--- config.mk ---
export PLATFORM = sky130hd
export DESIGN_NAME = cache_ctrl
export DESIGN_NICKNAME = d
export VERILOG_FILES = /design/src/rtl/cache_ctrl.sv
export SDC_FILE = /design/constraint.sdc
export NUM_CORES = 1
export LEC_CHECK = 0
export ABC_AREA = 1
export BUFFER_PORTS_ARGS = -buffer_cell sky130_fd_sc_hd__buf_2
export CAP_MARGIN = 5
export CELL_PAD_IN_SITES_DETAIL_PLACEMENT = 1
export CELL_PAD_IN_SITES_GLOBAL_PLACEMENT = 1
export CORE_MARGIN = 2
export CORE_UTILIZATION = 36
export CTS_CLUSTER_SIZE = 25
export DETAILED_ROUTE_END_ITERATION = 10
export PLACE_DENSITY = 0.93
export SLEW_MARGIN = 20
export SYNTH_ARGS = -nofsm -noshare
export SYNTH_HDL_FRONTEND = slang
export SYNTH_SLANG_ARGS = --single-unit
--- constraint.sdc ---
create_clock -name clk -period 2.2 [get_ports clk]
set_input_delay 0.11 -clock clk [delete_from_list [all_inputs] [get_ports clk]]
set_output_delay 0.11 -clock clk [all_outputs]
set_load 0.05 [all_outputs]
--- src/rtl/cache_ctrl.sv ---
// Lookup/control FSM for a direct-mapped write-back cache: hit/miss decision,
// writeback and line-fill sequencing, metadata strobes and hit/miss statistics.
//
// state  | meaning
// IDLE   | waiting for cpu_req; latches address and direction on accept
// LOOKUP | compares the selected line against the latched tag
// WB     | writing the dirty victim line back to memory
// FILL   | fetching the requested line from memory
// ALLOC  | loads the new tag / sets valid (and dirty on a write)
// RESP   | one-cycle cpu_ready with the lookup result
module cache_ctrl #(
    parameter int ADDR_W = 32,
    parameter int TAG_W  = 19,
    parameter int IDX_W  = 8,
    parameter int OFF_W  = 5,
    parameter int CNT_W  = 16
) (
    input  logic              clk,
    input  logic              rst,
    input  logic              cpu_req,
    input  logic              cpu_we,
    input  logic [ADDR_W-1:0] cpu_addr,
    output logic              cpu_ready,
    output logic              cpu_hit,
    output logic              busy,
    output logic [IDX_W-1:0]  line_sel,
    output logic              line_en,
    output logic              line_change,
    output logic              line_alloc,
    output logic [TAG_W-1:0]  line_tag,
    input  logic              line_valid,
    input  logic              line_dirty,
    input  logic [TAG_W-1:0]  line_tag_in,
    output logic              mem_req,
    output logic              mem_we,
    output logic [ADDR_W-1:0] mem_addr,
    input  logic              mem_ack,
    output logic [CNT_W-1:0]  hit_cnt,
    output logic [CNT_W-1:0]  miss_cnt
);

    typedef enum logic [2:0] {
        S_IDLE,
        S_LOOKUP,
        S_WB,
        S_FILL,
        S_ALLOC,
        S_RESP
    } state_t;

    state_t             state, next_state;
    logic [TAG_W-1:0]   req_tag;
    logic [IDX_W-1:0]   req_idx;
    logic               req_we;
    logic [TAG_W-1:0]   victim_tag;
    logic               hit_q;
    logic               mem_req_q;
    logic [CNT_W-1:0]   hit_cnt_q;
    logic [CNT_W-1:0]   miss_cnt_q;
    logic               lookup_hit;
    logic               unused_off;

    // Byte offset is irrelevant to a line-granular controller.
    assign unused_off = ^cpu_addr[OFF_W-1:0];

    assign lookup_hit = line_valid && (line_tag_in == req_tag);

    always_ff @(posedge clk or negedge rst) begin
        if (!rst) begin
            state      <= S_IDLE;
            req_tag    <= '0;
            req_idx    <= '0;
            req_we     <= 1'b0;
            victim_tag <= '0;
            hit_q      <= 1'b0;
            mem_req_q  <= 1'b0;
            hit_cnt_q  <= '0;
            miss_cnt_q <= '0;
        end else begin
            state     <= next_state;
            mem_req_q <= (next_state == S_WB) || (next_state == S_FILL);
            if (state == S_IDLE && cpu_req) begin
                req_tag <= cpu_addr[ADDR_W-1 -: TAG_W];
                req_idx <= cpu_addr[OFF_W +: IDX_W];
                req_we  <= cpu_we;
            end
            if (state == S_LOOKUP) begin
                hit_q <= lookup_hit;
                if (lookup_hit) begin
                    if (hit_cnt_q != '1)
                        hit_cnt_q <= hit_cnt_q + CNT_W'(1);
                end else begin
                    if (miss_cnt_q != '1)
                        miss_cnt_q <= miss_cnt_q + CNT_W'(1);
                    victim_tag <= line_tag_in;
                end
            end
        end
    end

    always_comb begin
        next_state  = state;
        line_en     = 1'b0;
        line_change = 1'b0;
        line_alloc  = 1'b0;
        mem_we      = 1'b0;
        mem_addr    = '0;
        cpu_ready   = 1'b0;
        cpu_hit     = 1'b0;
        case (state)
            S_IDLE: begin
                if (cpu_req)
                    next_state = S_LOOKUP;
            end
            S_LOOKUP: begin
                if (lookup_hit) begin
                    next_state  = S_RESP;
                    line_en     = req_we;
                    line_change = req_we;
                end else if (line_valid && line_dirty) begin
                    next_state = S_WB;
                end else begin
                    next_state = S_FILL;
                end
            end
            S_WB: begin
                mem_we   = 1'b1;
                mem_addr = {victim_tag, req_idx, {OFF_W{1'b0}}};
                if (mem_ack)
                    next_state = S_FILL;
            end
            S_FILL: begin
                mem_addr = {req_tag, req_idx, {OFF_W{1'b0}}};
                if (mem_ack)
                    next_state = S_ALLOC;
            end
            S_ALLOC: begin
                line_en     = 1'b1;
                line_alloc  = 1'b1;
                line_change = req_we;
                next_state  = S_RESP;
            end
            S_RESP: begin
                cpu_ready  = 1'b1;
                cpu_hit    = hit_q;
                next_state = S_IDLE;
            end
            default: next_state = S_IDLE;
        endcase
    end

    assign busy     = (state != S_IDLE);
    assign mem_req  = mem_req_q;
    assign line_sel = req_idx;
    assign line_tag = req_tag;
    assign hit_cnt  = hit_cnt_q;
    assign miss_cnt = miss_cnt_q;

endmodule

Word level (Yosys, flattened, before mapping). Index checks and enable logic that the tools add are counted.

Register bits after elaboration: 84. Input port bits: 58. Output and inout port bits: 99. Logic and storage cells: 45.

$add $sub $neg: 2. Equality and inequality tests: 10. Mux-type cells: 14. Bitwise operators: 1. Reductions and logical operators: 9.

Operators by type and width (count): $pmux 32 s2 (1); $add 16x1->16 const B (2); $ne 16x16->1 const B (2); $eq 19x19->1 (1); $pmux 3 s5 (1); $eq 3x2->1 const B (4); $mux 3 (4); $eq 3x3->1 const B (2); $mux 1 (6); $reduce_and 3->1 (2); $pmux 1 s2 (2); $eq 3x1->1 const B (1); $logic_and 1x1->1 (3); $logic_not 3->1 (1); $reduce_bool 3->1 (1); $reduce_and 2->1 (1); $logic_or 1x1->1 (1); $not 1->1 (1).

Longest topological paths before layout.
Depth after elaboration: 6. Gate-level depth with buffers: 12. Depth with buffers taken out: 11.

Worst setup path before layout. OpenSTA, ideal clock, no wires.

Path kind: flip-flop to output port. Start point: register state[2]. End point: output mem_addr[14]. Arrival time: 2.274 ns. Required time: 2.090 ns. Setup slack: -0.184 ns. Cell stages (with the launch flop): 7. Buffers on the path: 1. Cells stage by stage: dfrtp_1 nor2_1 clkinv_1 nor2_1 inv_1 clkbuf_1 o21ai_0.

Cells in the longest elaborated chain, start to end: 2. Elaborated cells on any way between the ends: 3. Those cells by class: eq/ne (2); mux (1).

Ends and longest elaborated chain: start, declared (line 51) `state_t state, next_state;`; start signal, assigned (line 80) `state <= next_state;`; $eq 3x2->1 (line 110) `case (state)`; $pmux 32 s2 (*) (line 110); end, declared (line 36) `output logic [ADDR_W-1:0] mem_addr,`.

Mark *: on every way between the ends. The rest lies on a longest branch, timed or not.

Worst setup path after layout.
Start point: register req_tag[7], in the netlist line_tag[7]. End point: output line_change.

Cells in the longest elaborated chain, start to end: 4.

Ends and longest elaborated chain: start, declared (line 52) `logic [TAG_W-1:0] req_tag;`; start signal, assigned (line 83) `req_tag <= cpu_addr[ADDR_W-1 -: TAG_W];`; $eq 19x19->1 (line 66) `assign lookup_hit = line_valid && (line_tag_in == req_tag);`; $logic_and 1x1->1 (line 66); $mux 1 (line 116) `if (lookup_hit) begin`; $pmux 1 s2 (line 110); end, declared (line 28) `output logic line_change,`.

Every way passes these cells.

==> impl_metrics.ini <==
[status]
status = finished, final reports clean

[min_path]
hp-class = in -> reg
hold_start = cpu_addr[29]
min_to = line_tag[16]
whs_path_depth = 3

[power_and_ir_drop]
ir_drop_v = 0.0009168
leakagePower_nw = 3.456
p_per_area_nw_per_um2 = 1480
finalPower_mw = 9.219

[route]
avgViaCountPerCell = 4.939
num_vias = 5018
drtAntennaViolNets = 0
remaining_drc_errors = 0
wl_um = 15680
wl_per_cell_um = 15.44
drt_iter0_drc = 280
dr.pass1.iters = 4

[cts]
cts-htree-levels = 3
clock_path_buffers = 2
clock_sinks = 84
cts.reportedPaths.clkPinSlew_ns = 0.06
cts-root-buf = clkbuf_16
cts_tree = done
cts_buffers = 9
insertion_delay_ns = 0.34

[yosys]
syn_inst = 685
synth_warnings = 0
synth_seq_cells = 84
avgSynthCellArea_um2 = 7.180
synthArstFlopShare = 1.000
yosysUniqueCellTypes = 33
yosysSeqAreaShare = 0.4274
synth_ff_type = dfrtp_1
synth_edf_count = 0
synthesis.area_um2 = 4918

[flow_run]
max_cap_viol_count = 0

[sta]
rsz0062_at_grt = true
min_period_ns = 2.080
final-hold-violation-count = 0
setup_ws_ns = 0.1199
fmax_mhz = 480.8
finalSetupViolCount = 0
drv_slew = 0
period_share = 0.9455
whs_ns = 0.01341
skew_ns = 0.005449

[setup_path]
r2r_setup_slack_ns = 0.25
crit_slowest_cell = dfrtp_1
startpoint_type = flop
cp_data_arrival_time_ns = 1.97
critPathMaxStageDelay_ns = 0.36
crit_chain = inv_1, nand2_1, nand2_1, inv_1, nand2_1, nor2_1, nand3_1, nor2_4, nand2_2, a21oi_2, buf_6
critical_path_class = reg -> out
r2r_cells = 9
crit_path_end_kind = output pin
reg2reg_from = miss_cnt[1]
crit_top_cell = nand2_1
worstPathMaxFanout = 4
timing.rr.end = miss_cnt[10]
crit_required_ns = 2.09

[die]
fp.coreArea_um2 = 13300
chipWidth_um = 120.9
start_util = 0.3699
pin_count = 157
die_h_um = 120.9
rows = 42
dieArea_um2 = 14610

[cells_and_area]
nNetsFinal = 896
stdcell_area_um2 = 6228
syn2layout_area_growth_pct = 26.63
drive_gt1_frac = 0.2420

[global_routing]
grt.overflow.total = 0
antenna_found_initial = 1
grt_max_degree = 56
grt_usage = 0.2228
grt_pass1_wl_um = 25650
grt_pass1_vias = 5192

[placed_design]
place_congestion = 0.8429
hpwl_um = 11340
pre_cts_ws_ns = 0.2510
dpl_cell_area_um2 = 5861
io_buffer_count = 146
state kept, by name, summed over array words and instances (netlist names):
signal	flops
hit_cnt	16
hit_q	1
line_sel	8
line_tag	19
mem_req	1
miss_cnt	16
req_we	1
state	3
victim_tag	19
layer usage:
layer | share of wire | vias to the layer above | track usage
met4 | 0.016 | 0 | 0.07267
met5 | 0 | - | 0
li1 | - | 2471 | -
met1 | 0.45 | 2405 | 0.2852
met2 | 0.48 | 126 | 0.3792
met3 | 0.050 | 16 | 0.04088
what timing repair did:
| item | CTS | global route |
|---|---|---|
| hold endpoints to repair | 37 | 0 |
| setup buffers | 2 | 1 |
| pin swaps | 0 | 2 |
| setup endpoints to repair | 19 | 20 |
| gates resized for setup | 6 | 15 |
| cloned | 0 | 0 |
| hold buffers | 3 | 0 |
final cells by class:
cell class	instances	area, µm²
inverter	87	330.3
timing repair buffer	164	942.2
multi-input combinational	490	2374
tap	176	220.2
antenna	1	2.502
fill	1731	7067
clock buffer	11	242.7
sequential	84	2102
clock inverter	3	15.01
worst max path at each step:
| stage | depth (start not counted) | slack [ns] | endpoint | from |
|---|---|---|---|---|
| 3_5_place_dp | 9 | 0.25 | hit_cnt[6] | hit_cnt[0] |
| 3_3_place_gp | 6 | 0.33 | mem_addr[30] | state[2] |
| 5_1_grt | 11 | -0.003 | line_change | line_tag[15] |
| 4_1_cts | 8 | 0.03 | mem_addr[28] | state[1] |
| 2_1_floorplan | 6 | -0.18 | mem_addr[14] | state[2] |
| 6_report | 11 | 0.12 | line_change | line_tag[7] |
logic make-up after synthesis:
| group | count (synthesis) | synth area share |
|---|---|---|
| adders and majority gates | 2 | 0.005087 |
| buffers and inverters | 115 | 0.09946 |
| and+or+nand+nor | 386 | 0.3485 |
| other | 1 | 0.0007624 |
| xor gates and xnor gates | 20 | 0.03561 |
| muxes | 2 | 0.004579 |
| DFF | 84 | 0.4274 |
| AOI/OAI and AO/OA | 75 | 0.07860 |
stage by stage:
| stage | cells | TNS, ns | util |
|---|---|---|---|
| detailed placement | 995 | 0 | 0.4408 |
| CTS | 1014 | 0 | 0.4659 |
| floorplan | 689 | -1.761 | - |
| global placement | 995 | 0 | 0.4408 |
| global route | 1016 | -0.003393 | 0.4685 |
| finish | 1016 | 0 | 0.4685 |
synth_stat cells, types with 2 or more instances:
master,instances,area share
o21ai_0,36,0.037
o21ai_1,7,0.0071
dfrtp_1,84,0.43
nor2_1,74,0.056
xnor2_1,5,0.0089
a21oi_1,28,0.028
nand2_1,219,0.17
nor2_4,2,0.0046
nor3_1,9,0.0092
mux2_2,2,0.0046
nand2_2,3,0.0038
xor2_1,15,0.027
nand4_1,45,0.057
nand3_1,22,0.022
nor2_2,3,0.0038
clkbuf_1,9,0.0069
buf_4,6,0.0092
ha_1,2,0.0051
inv_1,85,0.065
nand3b_1,3,0.0046
buf_2,10,0.010
buf_6,3,0.0069
o211ai_1,3,0.0046
critical path, delay by kind of cell, from the launching register on:
kind | cells | cell delay, ns
AO/OA/AOI/OAI | 1 | 0.15
buffers and inverters | 3 | 0.29
flip-flops | 1 | 0.36
AND/OR/NAND/NOR | 7 | 0.83
cell usage in the layout (no fill, tap or decap), types with 3 or more instances in the layout:
cell type      synthesis  final
clkinv_2               0      3
xnor2_1                5      5
clkbuf_16              0      9
o21ai_1                7      8
nand4_1               45     45
nand3b_1               3      3
a21oi_1               28     27
nand2_2                3      7
buf_4                  6     16
nand2_1              219    215
buf_12                 0      4
nor3_1                 9      9
nor2_1                74     73
dfrtp_1               84     84
inv_2                  1      5
nor2_4                 2      4
nand3_1               22     21
o211ai_1               3      3
inv_1                 85     81
conb_1                 1      5
o21ai_0               36     35
xor2_1                15     15
buf_2                 10    140
dlygate4sd3_1          0      3
power by group:
group	switching, mW	total, mW	internal, mW
combinational	4.14	5.42	1.28
clock	0.604	1.38	0.778
sequential	0.372	2.42	2.04
Power figures use the tool's default switching activity.
